--- src/rtl/demapper_if.sv ---
// Line-side, payload-side and status signals of the frame demapper.
`timescale 1ns/1ps
interface demapper_if;
  logic [7:0] i_frame_data;
  logic       i_frame_data_valid;
  logic       i_frame_data_fas;
  logic [7:0] o_pyld_data;
  logic       o_pyld_data_valid;
  logic       o_pyld_data_last;
  logic       i_pyld_fifo_ready;
  logic       o_lock;
  logic [7:0] o_oh_byte;
  logic [7:0] o_crc_val;
  logic       o_crc_err;
  logic       o_crc_err_valid;
  logic       o_retrans_req;
  logic       o_pyld_ovf;
  logic       i_arq_en;

  // driver of the line and client side (bench or upstream logic)
  modport master (
    output i_frame_data, i_frame_data_valid, i_frame_data_fas,
    output i_pyld_fifo_ready, i_arq_en,
    input  o_pyld_data, o_pyld_data_valid, o_pyld_data_last,
    input  o_lock, o_oh_byte, o_crc_val, o_crc_err, o_crc_err_valid,
    input  o_retrans_req, o_pyld_ovf
  );

  // the demapper itself
  modport slave (
    input  i_frame_data, i_frame_data_valid, i_frame_data_fas,
    input  i_pyld_fifo_ready, i_arq_en,
    output o_pyld_data, o_pyld_data_valid, o_pyld_data_last,
    output o_lock, o_oh_byte, o_crc_val, o_crc_err, o_crc_err_valid,
    output o_retrans_req, o_pyld_ovf
  );
endinterface

--- src/rtl/demapper.sv ---
// Frame demapper: aligns on the F6/28 pattern, extracts overhead and payload
// from a 4 x COLS frame, and checks the trailing CRC-8.
`timescale 1ns/1ps
module demapper #(
  parameter int         COLS     = 1024,
  parameter logic [7:0] CRC_POLY = 8'h07
) (
  input  logic      i_clk,
  input  logic      i_rst,
  demapper_if.slave dif
);

  // state | meaning
  // HUNT  | searching for F6 flagged as frame start
  // FAS2  | F6 seen, the next valid byte must be 28
  // LOCK  | aligned; overhead, payload and CRC are processed
  typedef enum logic [1:0] {HUNT, FAS2, LOCK} state_t;

  localparam logic [10:0] LAST_COL     = 11'(COLS - 1);
  localparam logic [10:0] PRE_LAST_COL = 11'(COLS - 2);
  localparam logic [7:0]  FAS_A        = 8'hF6;
  localparam logic [7:0]  FAS_B        = 8'h28;

  state_t      state, state_nxt;
  logic [1:0]  row, row_nxt, row_inc;
  logic [10:0] col, col_nxt, col_inc;
  logic        proc;
  logic        sof, at_start, is_fas1, is_oh, is_crc, is_last, is_pyld;

  logic [7:0]  crc_acc;
  logic [7:0]  pyld_data, oh_byte, crc_val;
  logic        pyld_valid, pyld_last, crc_err, crc_err_valid, retrans_req, pyld_ovf;

  function automatic logic [7:0] crc8_byte(input logic [7:0] crc, input logic [7:0] d);
    logic [7:0] c;
    c = crc ^ d;
    for (int i = 0; i < 8; i++) c = c[7] ? ((c << 1) ^ CRC_POLY) : (c << 1);
    return c;
  endfunction

  // Position the incoming byte occupies if alignment still holds
  always_comb begin
    row_inc = row;
    col_inc = col + 11'd1;
    if (col == LAST_COL) begin
      col_inc = '0;
      row_inc = row + 2'd1;
    end
  end

  assign sof      = dif.i_frame_data_fas && (dif.i_frame_data == FAS_A);
  assign at_start = (row_inc == 2'd0) && (col_inc == 11'd0);
  assign is_fas1  = (row_inc == 2'd0) && (col_inc == 11'd1);
  assign is_oh    = (row_inc == 2'd0) && (col_inc == 11'd2);
  assign is_crc   = (row_inc == 2'd3) && (col_inc == LAST_COL);
  assign is_last  = (row_inc == 2'd3) && (col_inc == PRE_LAST_COL);
  assign is_pyld  = !is_fas1 && !is_oh && !is_crc;

  // Next-state and alignment bookkeeping; proc marks a byte processed in lock
  always_comb begin
    state_nxt = state;
    row_nxt   = row;
    col_nxt   = col;
    proc      = 1'b0;
    if (dif.i_frame_data_valid) begin
      case (state)
        HUNT: begin
          if (sof) begin
            state_nxt = FAS2;
            row_nxt   = '0;
            col_nxt   = '0;
          end
        end
        FAS2: begin
          if (dif.i_frame_data == FAS_B) begin
            state_nxt = LOCK;
            row_nxt   = '0;
            col_nxt   = 11'd1;
          end else begin
            state_nxt = HUNT;
          end
        end
        LOCK: begin
          if (at_start) begin
            // a good frame start keeps lock; anything else drops it
            row_nxt = '0;
            col_nxt = '0;
            if (!sof) state_nxt = HUNT;
          end else if (dif.i_frame_data_fas) begin
            // stray frame-start marker: re-hunt, reusing this byte if it is F6
            row_nxt   = '0;
            col_nxt   = '0;
            state_nxt = (dif.i_frame_data == FAS_A) ? FAS2 : HUNT;
          end else begin
            row_nxt = row_inc;
            col_nxt = col_inc;
            proc    = 1'b1;
          end
        end
        default: state_nxt = HUNT;
      endcase
    end
  end

  // State and frame position registers
  always_ff @(posedge i_clk or posedge i_rst) begin
    if (i_rst) begin
      state <= HUNT;
      row   <= '0;
      col   <= '0;
    end else begin
      state <= state_nxt;
      row   <= row_nxt;
      col   <= col_nxt;
    end
  end

  // Overhead capture, payload forwarding and CRC accumulate/compare
  always_ff @(posedge i_clk or posedge i_rst) begin
    if (i_rst) begin
      crc_acc       <= '0;
      pyld_data     <= '0;
      pyld_valid    <= 1'b0;
      pyld_last     <= 1'b0;
      oh_byte       <= '0;
      crc_val       <= '0;
      crc_err       <= 1'b0;
      crc_err_valid <= 1'b0;
      retrans_req   <= 1'b0;
      pyld_ovf      <= 1'b0;
    end else begin
      pyld_valid    <= 1'b0;
      pyld_last     <= 1'b0;
      crc_err_valid <= 1'b0;
      retrans_req   <= 1'b0;
      if (dif.i_frame_data_valid) begin
        if (!proc) begin
          // outside lock or at a frame boundary any partial CRC is discarded
          crc_acc <= '0;
        end else if (is_crc) begin
          crc_val       <= crc_acc;
          crc_err       <= (crc_acc != dif.i_frame_data);
          crc_err_valid <= 1'b1;
          retrans_req   <= (crc_acc != dif.i_frame_data) && dif.i_arq_en;
          crc_acc       <= '0;
        end else if (!is_fas1) begin
          crc_acc <= crc8_byte(crc_acc, dif.i_frame_data);
          if (is_oh) oh_byte <= dif.i_frame_data;
          if (is_pyld) begin
            if (dif.i_pyld_fifo_ready) begin
              pyld_data  <= dif.i_frame_data;
              pyld_valid <= 1'b1;
              pyld_last  <= is_last;
            end else begin
              pyld_ovf <= 1'b1;
            end
          end
        end
      end
    end
  end

  assign dif.o_lock            = (state == LOCK);
  assign dif.o_pyld_data       = pyld_data;
  assign dif.o_pyld_data_valid = pyld_valid;
  assign dif.o_pyld_data_last  = pyld_last;
  assign dif.o_oh_byte         = oh_byte;
  assign dif.o_crc_val         = crc_val;
  assign dif.o_crc_err         = crc_err;
  assign dif.o_crc_err_valid   = crc_err_valid;
  assign dif.o_retrans_req     = retrans_req;
  assign dif.o_pyld_ovf        = pyld_ovf;

endmodule

--- src/flat_wrapper.sv ---
// flat-port wrapper written by rule: the top's interface ports become plain ports
module demapper_flat 
#(
  parameter int         COLS     = 1024,
  parameter logic [7:0] CRC_POLY = 8'h07
)
  (i_clk, i_rst, dif_i_frame_data, dif_i_frame_data_valid, dif_i_frame_data_fas, dif_i_pyld_fifo_ready, dif_i_arq_en, dif_o_pyld_data, dif_o_pyld_data_valid, dif_o_pyld_data_last, dif_o_lock, dif_o_oh_byte, dif_o_crc_val, dif_o_crc_err, dif_o_crc_err_valid, dif_o_retrans_req, dif_o_pyld_ovf);
  demapper_if dif_i ();
  input  logic i_clk;
  input  logic i_rst;
  input wire logic [$bits(dif_i.i_frame_data)-1:0] dif_i_frame_data;
  input wire logic [$bits(dif_i.i_frame_data_valid)-1:0] dif_i_frame_data_valid;
  input wire logic [$bits(dif_i.i_frame_data_fas)-1:0] dif_i_frame_data_fas;
  input wire logic [$bits(dif_i.i_pyld_fifo_ready)-1:0] dif_i_pyld_fifo_ready;
  input wire logic [$bits(dif_i.i_arq_en)-1:0] dif_i_arq_en;
  output wire logic [$bits(dif_i.o_pyld_data)-1:0] dif_o_pyld_data;
  output wire logic [$bits(dif_i.o_pyld_data_valid)-1:0] dif_o_pyld_data_valid;
  output wire logic [$bits(dif_i.o_pyld_data_last)-1:0] dif_o_pyld_data_last;
  output wire logic [$bits(dif_i.o_lock)-1:0] dif_o_lock;
  output wire logic [$bits(dif_i.o_oh_byte)-1:0] dif_o_oh_byte;
  output wire logic [$bits(dif_i.o_crc_val)-1:0] dif_o_crc_val;
  output wire logic [$bits(dif_i.o_crc_err)-1:0] dif_o_crc_err;
  output wire logic [$bits(dif_i.o_crc_err_valid)-1:0] dif_o_crc_err_valid;
  output wire logic [$bits(dif_i.o_retrans_req)-1:0] dif_o_retrans_req;
  output wire logic [$bits(dif_i.o_pyld_ovf)-1:0] dif_o_pyld_ovf;
  assign dif_i.i_frame_data = dif_i_frame_data;
  assign dif_i.i_frame_data_valid = dif_i_frame_data_valid;
  assign dif_i.i_frame_data_fas = dif_i_frame_data_fas;
  assign dif_i.i_pyld_fifo_ready = dif_i_pyld_fifo_ready;
  assign dif_i.i_arq_en = dif_i_arq_en;
  assign dif_o_pyld_data = dif_i.o_pyld_data;
  assign dif_o_pyld_data_valid = dif_i.o_pyld_data_valid;
  assign dif_o_pyld_data_last = dif_i.o_pyld_data_last;
  assign dif_o_lock = dif_i.o_lock;
  assign dif_o_oh_byte = dif_i.o_oh_byte;
  assign dif_o_crc_val = dif_i.o_crc_val;
  assign dif_o_crc_err = dif_i.o_crc_err;
  assign dif_o_crc_err_valid = dif_i.o_crc_err_valid;
  assign dif_o_retrans_req = dif_i.o_retrans_req;
  assign dif_o_pyld_ovf = dif_i.o_pyld_ovf;
  demapper #(.COLS(COLS), .CRC_POLY(CRC_POLY)) u_core (.i_clk(i_clk), .i_rst(i_rst), .dif(dif_i));
endmodule
--- config.mk ---
export PLATFORM = sky130hd
export DESIGN_NAME = demapper_flat
export DESIGN_NICKNAME = d
export VERILOG_FILES = /design/src/rtl/demapper_if.sv /design/src/rtl/demapper.sv /design/src/flat_wrapper.sv
export SDC_FILE = /design/constraint.sdc
export NUM_CORES = 1
export LEC_CHECK = 0
export CAP_MARGIN = 10
export CORE_MARGIN = 2
export CORE_UTILIZATION = 49
export DETAILED_ROUTE_END_ITERATION = 7
export PLACE_DENSITY = 0.79
export SYNTH_ARGS = -nofsm -noshare
export SYNTH_HDL_FRONTEND = slang
export SYNTH_SLANG_ARGS = --single-unit
export TNS_END_PERCENT = 5
--- constraint.sdc ---
create_clock -name i_clk -period 3.09 [get_ports i_clk]
set_input_delay 0.7725 -clock i_clk [delete_from_list [all_inputs] [get_ports i_clk]]
set_output_delay 0.7725 -clock i_clk [all_outputs]
set_load 0.02 [all_outputs]
==> impl_summary.txt <==
----------------------------------------------------
[Worst setup path]
  Series of cell instances along the critical path ... clkdlybuf4s50_1 -> or4b_1 -> or4_4 -> and2_4 -> or3_4 -> or3_1 -> a21oi_2 -> a21o_1
  Bufs and invs on worst path ... 1
  CP arrival ... roughly 3300 ps
  Element type at the critical path end ... flop
  Data required time at the worst endpoint ... approximately 3300 ps
  Endpoint of the lowest-slack register-to-register path ... u_core.dif.o_pyld_data[2]
  Highest net fanout along the worst path ... 7
  Category of the most critical setup path ... input port to flop
  Startpoint types ... input port
  Minimum setup slack among reg-to-reg paths ... 150 ps
  Startpoint of the most critical register-to-register path ... u_core.col[1]
  R2R cell count ... 10
  Family with the most delay on the worst path ... simple AND/OR/NAND/NOR gates
  Delay of the slowest cell on the worst path ... about 500 ps
  Cell at the slowest stage of the critical path ... sky130_fd_sc_hd__or4b_1

[GRT]
  Wire length of the first global-routing pass ... 13300 um
  Largest net degree at the start of global routing ... 28
  GRT overflow ... 0
  Via count of the first global-routing pass ... about 2700
  GRT Util Overall ... around 23%
  Number of antenna violations at the first check in global routing ... 0

[Yosys]
  Compound-cell area share of the yosys netlist ... 13.2%
  Dominant synthesized flop cell ... sky130_fd_sc_hd__dfrtp_1
  Number of enable-type register cells in the synthesized netlist ... 0
  Adder-cell share of the synthesized area ... 4.75%
  Dominant combinational cell family by area after synthesis ... simple AND/OR/NAND/NOR gates
  Synth Area in XOR/XNOR ... 6.10%
  Avg Synthesized Cell Area ... between 10 and 15 um2
  Number of standard cells after synthesis ... approximately 300
  Post-synthesis mux area share ... a little over a tenth
  Number of distinct standard cells referenced by the synthesized netlist ... 62
  Simple logic cell fraction of the synthesized area ... 19.9%
  Sequential element share of the synthesized area ... 42.0%
  Yosys warning total ... 0
  Net count after synthesis ... 330
  Area of the mapped netlist ... ~3200 um2
  Number of register bits inferred by synthesis ... 53
  Share of synthesized flip-flops with an asynchronous set or reset ... 100%

[Final layout]
  Ratio of cells with drive above 1 in the final layout ... roughly a quarter
  Fill cell count ... 488
  FF+latch area ... 1330 um2
  ANT cells ... 0
  Share of the core filled with cells in the final layout ... a little under two thirds
  Nets@finish ... 405
  Area of the multi-input gates ... about 1700 um2
  Layout area overhead ... 27.1%

[Flow run]
  Number of max-capacitance violations reported ... 0

[Power]
  Switching part of the total power ... between 20 and 30%
  Total leakage power ... around 1.8 nW
  Power density over the cells ... between 300 and 400 nW/um2
  Relative contribution of sequential cells to total power ... 49.2%
  Logic pwr share ... about a quarter
  Sw Pwr ... approximately 0.00044 W
  Max VDD drop ... 262 uV
  Total design power ... ~0.0015 W
  Clock share of power ... ~27%
  Internal power ... roughly 0.0010 W

[Min path]
  Hold Path Depth ... 1
  Worst Hold End ... u_core.dif.o_pyld_ovf
  Type of the tightest min-delay check ... flop to flop
  Hold_sp ... u_core.dif.o_pyld_ovf

[CTS]
  Buffer depth of the longest clock path ... 2
  Number of buffers added by the clock tree synthesis step ... 5
  Clock tree sinks ... 53
  Insertion delay of the later-clocked pin in the worst-skew pair ... around 300 ps
  CTS H-tree lvls ... 2
  CTS tree ... done
  Post-CTS Setup Bufs ... 0
  Clock slew at the register clock pins of the worst setup and hold paths ... 100 ps
  Clock Tree Root ... sky130_fd_sc_hd__clkbuf_8

[Timing]
  Number of pins exceeding their max-slew limit in the final report ... 0
  Slew at the pin with the worst max-slew slack ... 559 ps
  Part of the cycle the worst path needs ... between 90% and 100%
  Setup WS post-layout ... between 30 and 40 ps
  Final Hold Fails ... 0
  Worst-case headroom to the max-slew limit ... a little over three fifths
  Final clock skew ... 6.03 ps
  Post-route minimum period ... 3060 ps
  Final setup fails ... 0
  Maximum frequency from static timing analysis ... roughly 330 MHz
  Unrepaired setup endpoints after global routing ... true

[Die]
  Std-Cell Core Area ... 6280 um2
  I/O pin count ... 45
  Vertical extent of the die ... 84.3 um
  Starting density of the core ... 50.3%
  Area of the die ... a little over 7000 um2
  FP Rows ... 29
  Die X ... between 80 and 90 um

[Placement]
  Input/output buffers ... 44
  Detailed Place HPWL ... between 5000 and 6000 um
  Post-place setup slack ... -373 ps
  RePlAce Congestion ... between 0.8 and 0.9

[Detailed routing]
  Vias per cell ... 5.81
  Number of antenna-violating nets in the routed design ... 0
  Routed WL ... about 7700 um
  Detailed Route Iter0 Violations ... approximately 130
  Length of the first detailed-routing pass in iterations ... 4
  Mean routed wirelength per cell ... 16.8 um
  DRC Markers ... 0
  Total vias in the final route ... between 2000 and 3000

[Outcome]
  Run status ... completed

----------------------------------------------------
-- per-stage QoR --
step,hold WS [ps],instances,area (um2),TNS [ps]
floorplan,473,304,3160,0
global placement,473,449,3900,-2370
detailed placement,478,449,3900,-2880
CTS,508,456,4000,0
global route,524,456,4010,-25.7
finish,504,456,4010,0
-- flip-flops by register name, indices dropped and copies added (netlist names) --
signal / cells
u_core.col: 11
u_core.crc_acc: 8
u_core.dif.o_crc_val: 8
u_core.dif.o_oh_byte: 8
u_core.dif.o_pyld_data: 8
u_core.row: 2
u_core.state: 2
u_core.dif.o_crc_err: 1
u_core.dif.o_crc_err_valid: 1
u_core.dif.o_pyld_data_last: 1
u_core.dif.o_pyld_data_valid: 1
u_core.dif.o_pyld_ovf: 1
u_core.dif.o_retrans_req: 1
-- metal layers --
metal / wire length [um] / part of all wire [%] / global-route usage, %
met1: 3390 / 44 / 30.6
met2: 3730 / 49 / 38.7
met3: 382 / 5.0 / 4.72
met4: 158 / 2.1 / 7.18
met5: 0 / 0 / 0
-- layout make-up --
| cell class | instances | share of cell area (%) |
|---|---|---|
| clock buffer | 6 | 2.06 |
| clock inverter | 1 | 0.187 |
| inverter | 11 | 1.03 |
| multi-input combinational | 228 | 43.6 |
| sequential | 53 | 33.1 |
| tap | 77 | 2.40 |
| timing repair buffer | 80 | 17.7 |
-- cell usage after synthesis (3+ instances only) --
cell type | instances | share of area, %
sky130_fd_sc_hd__a21o_1 | 3 | 0.71
sky130_fd_sc_hd__a21oi_1 | 4 | 0.63
sky130_fd_sc_hd__a31oi_1 | 3 | 0.59
sky130_fd_sc_hd__and3_1 | 4 | 0.79
sky130_fd_sc_hd__buf_2 | 7 | 1.1
sky130_fd_sc_hd__dfrtp_1 | 53 | 42
sky130_fd_sc_hd__ha_1 | 12 | 4.8
sky130_fd_sc_hd__inv_1 | 11 | 1.3
sky130_fd_sc_hd__mux2_2 | 19 | 6.8
sky130_fd_sc_hd__mux2_4 | 8 | 3.8
sky130_fd_sc_hd__nand2_1 | 24 | 2.9
sky130_fd_sc_hd__nand2b_1 | 3 | 0.59
sky130_fd_sc_hd__nand3_1 | 7 | 1.1
sky130_fd_sc_hd__nand3b_1 | 4 | 0.95
sky130_fd_sc_hd__nand4_1 | 4 | 0.79
sky130_fd_sc_hd__nor2_1 | 20 | 2.4
sky130_fd_sc_hd__nor3_1 | 6 | 0.95
sky130_fd_sc_hd__nor3b_1 | 3 | 0.71
sky130_fd_sc_hd__nor4_1 | 3 | 0.59
sky130_fd_sc_hd__o21ai_0 | 14 | 2.2
sky130_fd_sc_hd__o22ai_1 | 4 | 0.79
sky130_fd_sc_hd__o31ai_1 | 6 | 1.4
sky130_fd_sc_hd__or2_2 | 4 | 0.79
sky130_fd_sc_hd__or3_1 | 5 | 0.99
sky130_fd_sc_hd__or4_1 | 5 | 1.2
sky130_fd_sc_hd__xnor2_1 | 15 | 4.2
sky130_fd_sc_hd__xor2_1 | 7 | 1.9
-- cells by family (layout without fill, tap and decap cells) --
logic type | Yosys count | after routing
AO/OA/AOI/OAI | 59 | 59
XOR/XNOR | 22 | 22
adder cells (fa/ha/maj) | 12 | 12
buffers and inverters | 23 | 98
flip-flops | 53 | 53
multiplexers | 27 | 27
AND/OR/NAND/NOR | 108 | 108
-- cells in the final DEF (no fill, tap or decap), types with 6 or more instances in the layout --
cell type / Yosys / final
sky130_fd_sc_hd__clkbuf_8: 0 / 6
sky130_fd_sc_hd__mux2_4: 8 / 8
sky130_fd_sc_hd__nor3_1: 6 / 6
sky130_fd_sc_hd__inv_1: 11 / 10
sky130_fd_sc_hd__mux2_2: 19 / 19
sky130_fd_sc_hd__ha_1: 12 / 11
sky130_fd_sc_hd__nor2_1: 20 / 20
sky130_fd_sc_hd__xor2_1: 7 / 7
sky130_fd_sc_hd__xnor2_1: 15 / 15
sky130_fd_sc_hd__nand2_1: 24 / 24
sky130_fd_sc_hd__o21ai_0: 14 / 13
sky130_fd_sc_hd__dfrtp_1: 53 / 53
sky130_fd_sc_hd__clkdlybuf4s50_1: 0 / 44
sky130_fd_sc_hd__o31ai_1: 6 / 6
sky130_fd_sc_hd__nand3_1: 7 / 7
sky130_fd_sc_hd__buf_4: 1 / 36
-- power groups by stage --
stage | clock (W) | sequential (W) | combinational, W
detailed placement | 0 | 0.000741 | 0.000339
global route | 0.000444 | 0.000731 | 0.000389
floorplan | 0 | 0.000748 | 0.000209
finish | 0.000404 | 0.000728 | 0.000347
CTS | 0.000413 | 0.000727 | 0.000346
global placement | 0 | 0.000739 | 0.000329
-- what timing repair did --
item                       CTS  global route
setup endpoints to repair    4            22
resized for setup            2             7
hold buffers                 0             0
-- worst max path at each step --
stage               depth (start not counted)           startpoint                   endpoint  slack [ps]
CTS                                         7  dif_i_frame_data[2]              u_core.col[8]          30
detailed placement                          7  dif_i_frame_data[2]              u_core.col[8]        -370
floorplan                                   9        u_core.col[0]  u_core.dif.o_pyld_data[0]          70
global route                                8  dif_i_frame_data[4]             u_core.col[10]         -20
finish                                      8  dif_i_frame_data[2]              u_core.col[3]          30
global placement                            7  dif_i_frame_data[2]              u_core.col[8]        -310
Note: power is estimated with default switching activity, not from simulation.
